<file path="src/rtl/median_pkg.sv">
// Shared types and constants for the median filter datapath (feeder and sorter).
package median_pkg;

    localparam int unsigned S_DEFAULT = 8;
    localparam int unsigned N_WIN     = 9;
    localparam int unsigned IDX_W     = 4;

    typedef enum logic [0:0] {
        FILL = 1'b0,
        EMIT = 1'b1
    } feeder_state_t;

endpackage

</file>
<file path="src/rtl/median_line_buffer.sv">
// One raster line of pixel storage: combinational read, registered write at the same address.
module median_line_buffer
    import median_pkg::*;
#(
    parameter int unsigned S     = S_DEFAULT,
    parameter int unsigned DEPTH = 64,
    localparam int unsigned AW   = (DEPTH > 1) ? $clog2(DEPTH) : 1
) (
    input  logic          clk,
    input  logic          wr_en,
    input  logic [AW-1:0] addr,
    input  logic [S-1:0]  wr_data,
    output logic [S-1:0]  rd_data_c
);

    logic [S-1:0] mem [DEPTH];

    // Read returns the old contents in the write cycle, so a line can shift into the next buffer.
    assign rd_data_c = mem[addr];

    always_ff @(posedge clk) begin
        if (wr_en) begin
            mem[addr] <= wr_data;
        end
    end

endmodule

</file>
<file path="src/rtl/median_window_feeder.sv">
// Builds a 3x3 window from a raster stream and emits its 9 samples serially, oldest row first.
// Optional MEDIAN_FEEDER_SOF_EN adds a sof input that forces the accepted pixel to position (0,0).
module median_window_feeder
    import median_pkg::*;
#(
    parameter int unsigned S     = S_DEFAULT,
    parameter int unsigned IMG_W = 64,
    parameter int unsigned IMG_H = 48
) (
    input  logic         clk,
    input  logic         reset,
`ifdef MEDIAN_FEEDER_SOF_EN
    input  logic         sof,
`endif
    input  logic         pix_valid,
    input  logic [S-1:0] pix_in,
    output logic         pix_ready,
    output logic         out_valid,
    output logic [S-1:0] out_data,
    output logic         out_last,
    input  logic         out_ready
);

    localparam int unsigned XW = $clog2(IMG_W);
    localparam int unsigned YW = $clog2(IMG_H);

    feeder_state_t  state, state_nx;
    logic [XW-1:0]  x, x_nx, x_cur_c;
    logic [YW-1:0]  y, y_nx, y_cur_c;
    logic [IDX_W-1:0] idx, idx_nx;
    logic [S-1:0]   win    [N_WIN];
    logic [S-1:0]   win_nx [N_WIN];
    logic           pix_ready_nx, out_valid_nx, out_last_nx;
    logic [S-1:0]   out_data_nx;
    logic [S-1:0]   lb0_rd_c, lb1_rd_c;
    logic           accept_c, xfer_c;

    assign accept_c = pix_valid && pix_ready;
    assign xfer_c   = out_valid && out_ready;

    // Position of the pixel being offered; sof restarts the frame at this pixel.
    always_comb begin
        x_cur_c = x;
        y_cur_c = y;
`ifdef MEDIAN_FEEDER_SOF_EN
        if (sof) begin
            x_cur_c = '0;
            y_cur_c = '0;
        end
`endif
    end

    // lb0 holds line y-1, lb1 holds line y-2 at each column.
    median_line_buffer #(.S(S), .DEPTH(IMG_W)) lb0 (
        .clk       (clk),
        .wr_en     (accept_c),
        .addr      (x_cur_c),
        .wr_data   (pix_in),
        .rd_data_c (lb0_rd_c)
    );

    median_line_buffer #(.S(S), .DEPTH(IMG_W)) lb1 (
        .clk       (clk),
        .wr_en     (accept_c),
        .addr      (x_cur_c),
        .wr_data   (lb0_rd_c),
        .rd_data_c (lb1_rd_c)
    );

    always_comb begin
        state_nx     = state;
        x_nx         = x;
        y_nx         = y;
        idx_nx       = idx;
        win_nx       = win;
        pix_ready_nx = pix_ready;
        out_valid_nx = out_valid;
        out_data_nx  = out_data;
        out_last_nx  = out_last;

        case (state)
            FILL: begin
                if (accept_c) begin
                    // Shift window left; new column (y-2, y-1, y) enters at the right.
                    for (int r = 0; r < 3; r++) begin
                        win_nx[3*r]     = win[3*r + 1];
                        win_nx[3*r + 1] = win[3*r + 2];
                    end
                    win_nx[2] = lb1_rd_c;
                    win_nx[5] = lb0_rd_c;
                    win_nx[8] = pix_in;

                    if (x_cur_c == XW'(IMG_W - 1)) begin
                        x_nx = '0;
                        y_nx = (y_cur_c == YW'(IMG_H - 1)) ? '0 : y_cur_c + YW'(1);
                    end else begin
                        x_nx = x_cur_c + XW'(1);
                        y_nx = y_cur_c;
                    end

                    if (x_cur_c >= XW'(2) && y_cur_c >= YW'(2)) begin
                        state_nx     = EMIT;
                        idx_nx       = '0;
                        pix_ready_nx = 1'b0;
                        out_valid_nx = 1'b1;
                        out_data_nx  = win_nx[0];
                        out_last_nx  = 1'b0;
                    end
                end
            end
            EMIT: begin
                if (xfer_c) begin
                    if (idx == IDX_W'(N_WIN - 1)) begin
                        state_nx     = FILL;
                        idx_nx       = '0;
                        pix_ready_nx = 1'b1;
                        out_valid_nx = 1'b0;
                        out_last_nx  = 1'b0;
                    end else begin
                        idx_nx      = idx + IDX_W'(1);
                        out_data_nx = win[idx_nx];
                        out_last_nx = (idx_nx == IDX_W'(N_WIN - 1));
                    end
                end
            end
            default: begin
                state_nx = FILL;
            end
        endcase
    end

    always_ff @(posedge clk or negedge reset) begin
        if (!reset) begin
            state     <= FILL;
            x         <= '0;
            y         <= '0;
            idx       <= '0;
            for (int i = 0; i < N_WIN; i++) begin
                win[i] <= '0;
            end
            pix_ready <= 1'b1;
            out_valid <= 1'b0;
            out_data  <= '0;
            out_last  <= 1'b0;
        end else begin
            state     <= state_nx;
            x         <= x_nx;
            y         <= y_nx;
            idx       <= idx_nx;
            win       <= win_nx;
            pix_ready <= pix_ready_nx;
            out_valid <= out_valid_nx;
            out_data  <= out_data_nx;
            out_last  <= out_last_nx;
        end
    end

endmodule

</file>
<file path="config.mk">
export PLATFORM = sky130hd
export DESIGN_NAME = median_window_feeder
export DESIGN_NICKNAME = d
export VERILOG_FILES = /design/src/rtl/median_pkg.sv /design/src/rtl/median_line_buffer.sv /design/src/rtl/median_window_feeder.sv
export SDC_FILE = /design/constraint.sdc
export NUM_CORES = 1
export LEC_CHECK = 0
export ABC_AREA = 1
export BUFFER_PORTS_ARGS = -buffer_cell sky130_fd_sc_hd__buf_4
export CAP_MARGIN = 20
export CORE_ASPECT_RATIO = 0.9
export CORE_MARGIN = 2
export CORE_UTILIZATION = 53
export DETAILED_ROUTE_END_ITERATION = 10
export PLACE_DENSITY = 0.71
export SYNTH_ARGS = -nofsm -noshare
export SYNTH_HDL_FRONTEND = slang
export SYNTH_SLANG_ARGS = --single-unit
</file>
<file path="constraint.sdc">
create_clock -name clk -period 3.1 [get_ports clk]
set_clock_uncertainty 0.05 [all_clocks]
set_input_delay 0.155 -clock clk [delete_from_list [all_inputs] [get_ports clk]]
set_output_delay 0.155 -clock clk [all_outputs]
set_load 0.05 [all_outputs]
</file>
# --- Word-level counts from Yosys, hierarchy flattened ---
# Memory sizes are Yosys's and may differ from the RTL's. A register that Yosys moved wholly into a read port is not among the register bits.
# Index checks and enable logic that the tools add are counted.
word_totals:
  word_cells: 79
  n_memories: 2
  ramBits: 1024
  reg_bits: 92
  output_inout_bits: 11
  in_bits: 12
mem_list:
  columns: ["memory", "words", "word_bits", "rd", "rd_clocked_by_memory_dff", "wr", "line_no", "rtl"]
  rows:
  - ["lb0.mem", 64, 8, 1, 0, 1, "median_line_buffer.sv:16", "logic [S-1:0] mem [DEPTH];"]
  - ["lb1.mem", 64, 8, 1, 1, 1, "median_line_buffer.sv:16", null]
op_classes:
  bitwise: 2
  n_reduce_logical: 9
  muxes: 35
  addsub: 3
  magnitude_cmp: 3
  eq_ne: 9
op_table:
  columns: ["op", "count"]
  rows:
  - ["two-way mux 8 bit", 6]
  - ["binary-select mux 8 bit (select 4 bit)", 1]
  - ["two-way mux 1 bit", 16]
  - ["two-way mux 4 bit", 4]
  - ["one-hot mux 8 bit (2 select lines)", 1]
  - ["adder 6 x 1 -> 6 bit (second input constant)", 2]
  - ["equality test 6 bit (second input constant)", 2]
  - ["greater-or-equal comparator 6 x 2 -> 1 bit (second input constant)", 2]
  - ["two-way mux 6 bit", 2]
  - ["equality test 4 bit (second input constant)", 2]
  - ["one-hot mux 1 bit (2 select lines)", 4]
  - ["one-hot mux 4 bit (2 select lines)", 1]
  - ["AND reduction 4 bit", 2]
  - ["!= test 2 bit (second input constant)", 3]
  - ["AND reduction 3 bit", 2]
  - ["greater-or-equal comparator 5 bit (second input constant)", 1]
  - ["inverter 4 -> 5 bit", 1]
  - ["adder 4 x 1 -> 4 bit (second input constant)", 1]
  - ["!= test 2 x 1 -> 1 bit (second input constant)", 2]
  - ["logical AND 1 bit", 3]
  - ["AND reduction 2 bit", 1]
  - ["zero test 1 bit", 1]
  - ["inverter 1 bit", 1]

# --- Longest topological paths before layout ---
# Gate-level depths: netlist (run 1).
depth:
  depth_word: 8
  depth_mapped: 15
  depth_no_buf: 13

# --- Hierarchy ---
# A second synthesis (run 1) with hierarchy kept.
hier_totals:
  hier_cells: 4972
  area_unflattened_um2: 48794.3
by_module_without_submodules:
  columns: ["module", "area_each_um2", "cells_each", "n_inst", "seq_area_each_um2"]
  rows:
  - ["median_line_buffer", 21884.7, 2159, 2, 15374.7]
  - ["median_window_feeder", 5024.8, 654, 1, 2503.7]

# --- Worst setup path before layout (run 1) ---
# No wires, ideal clock.
synth_path:
  kind: "register to register"
  startpoint: "register x[1]"
  endpoint: "memory lb1.mem[0][0] (netlist name), data pin"
  arrival_ns: 2.086
  path_slack_ns: 0.605
  setup_time_ns: 0.359
  stages_incl_launch_ff: 13
  path_cell_list: "dfrtp_1 -> buf_4 -> inv_1 -> buf_4 -> buf_2 -> nand2_1 -> nand2_1 -> nand2_1 -> nand2_1 -> nand2_1 -> nand2_1 -> nor2_1 -> nand2_1"
synth_between:
  elab_chain_cells: 1
synth_lines:
  columns: ["item", "line_no", "rtl"]
  rows:
  - ["start, declared", "median_window_feeder.sv:28", "logic [XW-1:0] x, x_nx, x_cur_c;"]
  - ["start signal, assigned", "median_window_feeder.sv:147", "x <= x_nx;"]
  - ["memory read (64 x 8 bit)", null, null]
  - ["net lb0.rd_data_c[0]", "median_line_buffer.sv:13", "output logic [S-1:0] rd_data_c"]
  - ["end, declared", "median_line_buffer.sv:16", null]
# The timed path passes the listed nets, and every way through them passes these cells.

# --- Final worst setup path (run 1) ---
layout_path:
  startpoint: "register x[0]"
  endpoint: "memory lb1.mem[59][7] (netlist name), data pin"
# Same word-level chain as after synthesis.

==> impl_metrics.yaml, run 1 <==
clock_network:
  htree_num_levels: 3
  post_cts_buffers: 0
  cts_tree: "done"
  clk_latency_ns: 0.70
  clk_pin_slew_ns: 0.06
  cts-root-buf: "clkbuf_16"
  cts.sinks: 1124
  clockBufferDepth: 3
  cts_buffers: 109
worst_setup_path:
  start_kind: "flop"
  criticalPathCategory: "reg -> reg"
  path_cells: "buf_12 > buf_12 > buf_4 > nand2_1 > nand2_1 > nand2_1 > nand2_1 > nand2_1 > nand2_1 > nand2_1 > nand2_1 > nor2_1 > nand2_2 > buf_4"
  crit_top_cell: "nand2_1"
  worstPathRequired_ns: 3.43
  crit_fanout: 25
  worstPathArrival_ns: 3.27
  max_stage_delay_ns: 0.57
  critPathSlowestCell: "dfrtp_4"
  end_kind: "flop"
timing:
  setup_viol: 0
  report.final.slew_viol_count: 0
  tns_ns: 0
  max_freq_mhz: 340
  period_needed_ns: 2.94
  relSlewSlack_pct: 33.5
  worst-slew-pin-transition_ns: 0.997
  min_period_over_period_pct: 94.9
  hold_slack_ns: 0.0589
  rsz0062_at_grt: "false"
  finalHoldViolCount: 0
detailed_routing:
  drtIter0Drc: 3749
  wl_um: 124000
  routed_via_density: 5.46
  vias: 33622
  drtPass1Iterations: 6
  drt_drc_violations_left: 0
  post_drt_wl_per_cell_um: 20.0
  ant_nets: 0
floorplan:
  dieArea_mm2: 0.0929
  coreArea_mm2: 0.0895
  die_y_um: 289
  rows: 104
  io_pins: 23
  initial_core_util_pct: 53.6
  die_w_um: 321
placed_design:
  portBuffers: 22
  place_hpwl_um: 70500
  dpl_cell_area_mm2: 0.0502
  gp_congestion: 0.882
power:
  powerDensity_mw_per_mm2: 556
  total_power_uw: 29900
  leakage_uw: 0.0226
  ir_worst_vdd_uv: 707
cells_and_area:
  drive_above_1_share_pct: 8.33
  final_nets: 4924
  syn_to_final_growth_pct: 12.3
  diodes: 0
  stdcell_area_mm2: 0.0538
synthesis:
  synth_top_area_share_pct: 64.1
  seq_area_frac_synth_pct: 69.3
  syn_nets: 4824
  synth_xor_area_share_pct: 0.0913
  synth_top_family_by_area: "simple AND/OR/NAND/NOR gates"
  yosys.area_share.simple_pct: 25.1
  synth_seq_cells: 1124
  synth_compound_gate_area_share_pct: 1.85
  yosys_warnings: 0
  synthMuxAreaShare_pct: 0
  synth_adder_area_share_pct: 0.183
  postSynthCellCount: 4805
  ys_types: 36
  syn_avg_cell_area_um2: 9.98
  synth.cell_area_mm2: 0.0480
  yosys-top-cells-area: "edfxtp_1, nand2_1, dfrtp_1"
  yosys.area.top_type: "edfxtp_1"
global_route:
  grt_usage_pct: 26.6
  antenna_found_initial: 1
  grt_pass1_vias: 31750
  grt_overflow_total: 0
  grt_max_degree: 125
  grt_pass1_wl_um: 188000
outcome:
  status: "finished, final reports clean"
min_path:
  hp-class: "in -> reg"
run:
  drv_cap: 0
final timing paths:
kind / end / from / slack, ns / cells after the start
max: lb1.mem[59][7] / x[0] / 0.16 / 14
min: lb0.mem[63][2] / pix_in[2] / 0.06 / 1
max reg2reg: lb1.mem[59][7] / x[0] / 0.16 / 14
min reg2reg: win[17] / win[17] / 0.43 / 2
max in group asynchronous: win[29] / reset / 2.03 / 3
min in group asynchronous: out_data[1] / reset / 0.14 / 2
metrics by stage:
step	cells	util, %	setup WS (ns)
global placement	5956	56.1	0.217
global route	6162	60.1	0.0474
CTS	6162	60.1	0.133
detailed placement	5956	56.1	0.178
finish	6162	60.1	0.159
floorplan	4805	-	0.605
where the power goes:
part	switching, µW	total, µW	internal (µW)
Sequential	0	16400	16400
Combinational	158	171	13.5
Clock	5650	13300	7680
layer usage:
metal	vias up	part of all wire, %	global-route usage [%]
li1	15744	-	-
met3	214	9.4	4.42
met2	1535	46	42.1
met5	-	0.0097	0
met4	2	2.9	8.54
met1	16127	42	38.2
flip-flops by register name, indices dropped and copies added, names as in the netlist:
name,cells
lb0.mem,512
idx,4
out_valid,1
x,6
win,72
out_data,8
out_last,1
lb1.mem,512
pix_ready,1
state,1
y,6
area by class of cell:
type / instances / area, µm²
clock buffer: 143 / 3020
clock inverter: 59 / 581
fill: 7170 / 35700
inverter: 90 / 355
multi-input combinational: 3352 / 13100
sequential: 1124 / 33300
tap: 1166 / 1460
timing repair buffer: 228 / 2080
timing repair:
item                                    in CTS  in global routing
endpoints found under the hold margin       87                  0
hold buffers                                 4                  0
resized for setup                            0                  2
endpoints found under the setup margin       0                 47
worst max-delay path, delay by kind of cell (launching register included):
kind	cells	cell delay, ns
flops	1	0.57
buf+inv	4	0.84
simple gates	10	1.12
placed cells by master, fill, tap and decap left out, types with 5 or more instances in the layout:
cell	n
nor2_1	154
o21ai_0	95
nand2_2	9
o211ai_1	20
ha_1	7
nand4_1	5
inv_1	84
dfrtp_1	96
clkinvlp_4	6
clkinv_1	16
clkinv_2	22
edfxtp_1	1024
buf_4	194
clkbuf_1	21
o21ai_1	9
clkbuf_8	10
bufinv_16	10
a21oi_1	26
clkbuf_16	112
nand3_1	43
buf_12	28
nand2_1	2960
cell usage after synthesis:
cell type	number
nand2_1	2968
edfxtp_1	1024
nor2_1	155
buf_2	121
dfrtp_1	99
o21ai_0	95
inv_1	86
nand3_1	43
clkbuf_1	37
buf_1	31
buf_4	31
a21oi_1	26
o211ai_1	20
buf_6	19
o21ai_1	9
ha_1	7
nand4_1	5
o221ai_1	4
xor2_1	4
inv_2	3
nor2_4	2
o22ai_1	2
a22oi_1	1
clkinv_1	1
dfstp_2	1
nand2_2	1
nand3b_1	1
nor2_2	1
nor3_1	1
nor3_2	1
o21ai_2	1
o21ai_4	1
o31ai_1	1
or2_1	1
or2_2	1
xnor2_1	1
kinds of logic after synthesis:
logic type                 after synthesis
AOI/OAI and AO/OA                      160
adders and majority gates                7
buffers and inverters                  329
xor gates and xnor gates                 5
DFF                                   1124
and+or+nand+nor                       3180
Power figures use the tool's default switching activity.
==> inputs of run 2 (changes only) <==
--- a/config.mk
+++ b/config.mk
@@ -11,6 +11,7 @@
 export CORE_ASPECT_RATIO = 0.9
 export CORE_MARGIN = 2
 export CORE_UTILIZATION = 53
+export CTS_CLUSTER_DIAMETER = 100
 export DETAILED_ROUTE_END_ITERATION = 10
 export PLACE_DENSITY = 0.71
 export SYNTH_ARGS = -nofsm -noshare
==> constraint.sdc (replaced) <==
create_clock -name clk -period 3.1 [get_ports clk]
set_clock_uncertainty 0.05 [all_clocks]
set_input_delay 0.465 -clock clk [delete_from_list [all_inputs] [get_ports clk]]
set_output_delay 0.465 -clock clk [all_outputs]
set_load 0.05 [all_outputs]
==> impl_metrics.yaml, run 2 (synthesized netlist as in run 1, its figures left out) <==
outcome:
  status: "finished, final reports clean"
detailed_routing:
  routed_via_density: 5.41
  wl_um: 122000
  ant_nets: 0
  post_drt_wl_per_cell_um: 19.9
  drtIter0Drc: 4208
  drtPass1Iterations: 5
  drt_drc_violations_left: 0
  vias: 33312
min_path:
  worstHoldStart: "out_ready"
  hp-class: "in -> reg"
  hold_depth: 4
  hold_path_end: "state"
worst_setup_path:
  worstPathArrival_ns: 3.30
  path_cells: "buf_12 > buf_12 > buf_4 > nand2_1 > nand2_1 > nand2_1 > nand2_1 > nand2_1 > nand2_1 > nand2_1 > nand2_1 > nor2_1 > nand2_2 > buf_4"
  regToRegStartpoint: "x[0]"
  r2r_setup_slack_ns: 0.15
  start_kind: "flop"
  crit_top_cell: "nand2_1"
  criticalPathCategory: "reg -> reg"
  critPathSlowestCell: "dfrtp_4"
  worstRegToRegCells: 14
  end_kind: "flop"
  worstPathRequired_ns: 3.45
  crit_start: "x[0]"
  crit_fanout: 25
  max_stage_delay_ns: 0.57
  r2r-end: "lb1.mem[39][7]"
floorplan:
  die_y_um: 289
  die_w_um: 321
  initial_core_util_pct: 53.6
  rows: 104
  coreArea_mm2: 0.0895
  dieArea_mm2: 0.0929
  io_pins: 23
placed_design:
  post-place-cells: 5956
  place_hpwl_um: 69900
  place_ws_ns: 0.182
  gp_congestion: 0.876
  portBuffers: 22
timing:
  report.final.slew_viol_count: 0
  period_needed_ns: 2.95
  tns_ns: 0
  setup_viol: 0
  relSlewSlack_pct: 39.9
  setup_ws_ns: 0.147
  max_freq_mhz: 339
  rsz0062_at_grt: "false"
  worst-slew-pin-transition_ns: 0.901
  finalHoldViolCount: 0
  min_period_over_period_pct: 95.2
cells_and_area:
  reg_top3: "lb0.mem x512, lb1.mem x512, win x72"
  final_nets: 4920
  layout_commonest_cell: "nand2_1"
  n_fill_cell: 7128
  drive_above_1_share_pct: 8.21
  stdcell_count: 6159
  syn_to_final_growth_pct: 12.3
  layout_common_cells: "nand2_1, edfxtp_1, buf_4, nor2_1, clkbuf_16"
power:
  leakage_uw: 0.0226
  ir_worst_vdd_uv: 510
  powerDensity_mw_per_mm2: 559
global_route:
  grt_overflow_total: 0
  grt_pass1_vias: 31523
  grt_usage_pct: 26.4
  grt_pass1_wl_um: 186000
  antenna_found_initial: 0
  grt_max_degree: 125
clock_network:
  cts_tree: "done"
  clockBufferDepth: 3
  htree_num_levels: 3
  cts.sinks: 1124
  post_cts_buffers: 0
  cts_buffers: 108
  cts-root-buf: "clkbuf_16"
  clk_pin_slew_ns: 0.07
  clk_latency_ns: 0.71
run:
  drv_cap: 0
[run 2: cell count changes in the layout (fill, tap and decap cells not counted), sizes merged]
cell | before | now
bufinv | 10 | 14
clkbuf | 143 | 140
clkinv | 41 | 39
clkinvlp | 6 | 4
diode | 0 | 2
dlygate4sd3 | 4 | 1
inv | 92 | 93
[run 2: how the worst max path moves through the flow]
stage,end,slack [ns],depth (start not counted)
4_1_cts,lb1.mem[52][7],0.12,13
3_3_place_gp,lb1.mem[48][7],0.23,13
3_5_place_dp,lb1.mem[48][7],0.18,13
6_report,lb1.mem[39][7],0.15,14
5_1_grt,lb1.mem[52][7],0.04,14
2_1_floorplan,lb1.mem[0][0],0.60,12
[run 2: routing by layer]
| metal | track usage, % | wire length (µm) | part of all wire, % |
|---|---|---|---|
| met1 | 38.1 | 51600 | 42 |
| met2 | 41.4 | 55700 | 46 |
| met3 | 4.01 | 11300 | 9.2 |
| met4 | 8.94 | 3730 | 3.1 |
| met5 | 0 | 0 | 0 |
[run 2: power by group]
group / internal, µW / total, µW / switching (µW)
sequential: 16400 / 16400 / 0
combinational: 11.8 / 167 / 155
clock: 7830 / 13500 / 5710
total: 24300 / 30100 / 5870
[run 2: worst max-delay path, delay by kind of cell (launching register included)]
kind,cells,cell delay [ns]
AND/OR/NAND/NOR,10,1.16
buffers and inverters,4,0.85
flip-flops,1,0.57
[run 2: metrics by stage]
stage	hold WS (ns)	power [µW]	util (%)	cell area, µm²
after global placement	0.405	16900	56.1	50200
final	0.129	30100	60.2	53900
after detailed placement	0.410	16900	56.1	50200
after global routing	0.120	30800	60.1	53800
after floorplan	0.119	16700	-	48000
after CTS	0.0926	30200	60.1	53800
[run 2: cell type report]
cell class,instances,area (µm²),share of cell area [%]
flip-flops and latches,1124,33300,61.8
multi-input cells,3352,13100,24.3
clock buffers,140,2930,5.43
repair buffers,225,2060,3.83
well taps,1166,1460,2.71
clock inverters,60,693,1.29
inverters,90,355,0.660
diodes,2,5.00,0.00929
[run 2: timing repair]
| action | CTS | global route |
|---|---|---|
| hold buffers | 1 | 0 |
| gates resized for setup | 0 | 2 |
| setup endpoints to repair | 0 | 43 |
| hold endpoints to repair | 57 | 0 |
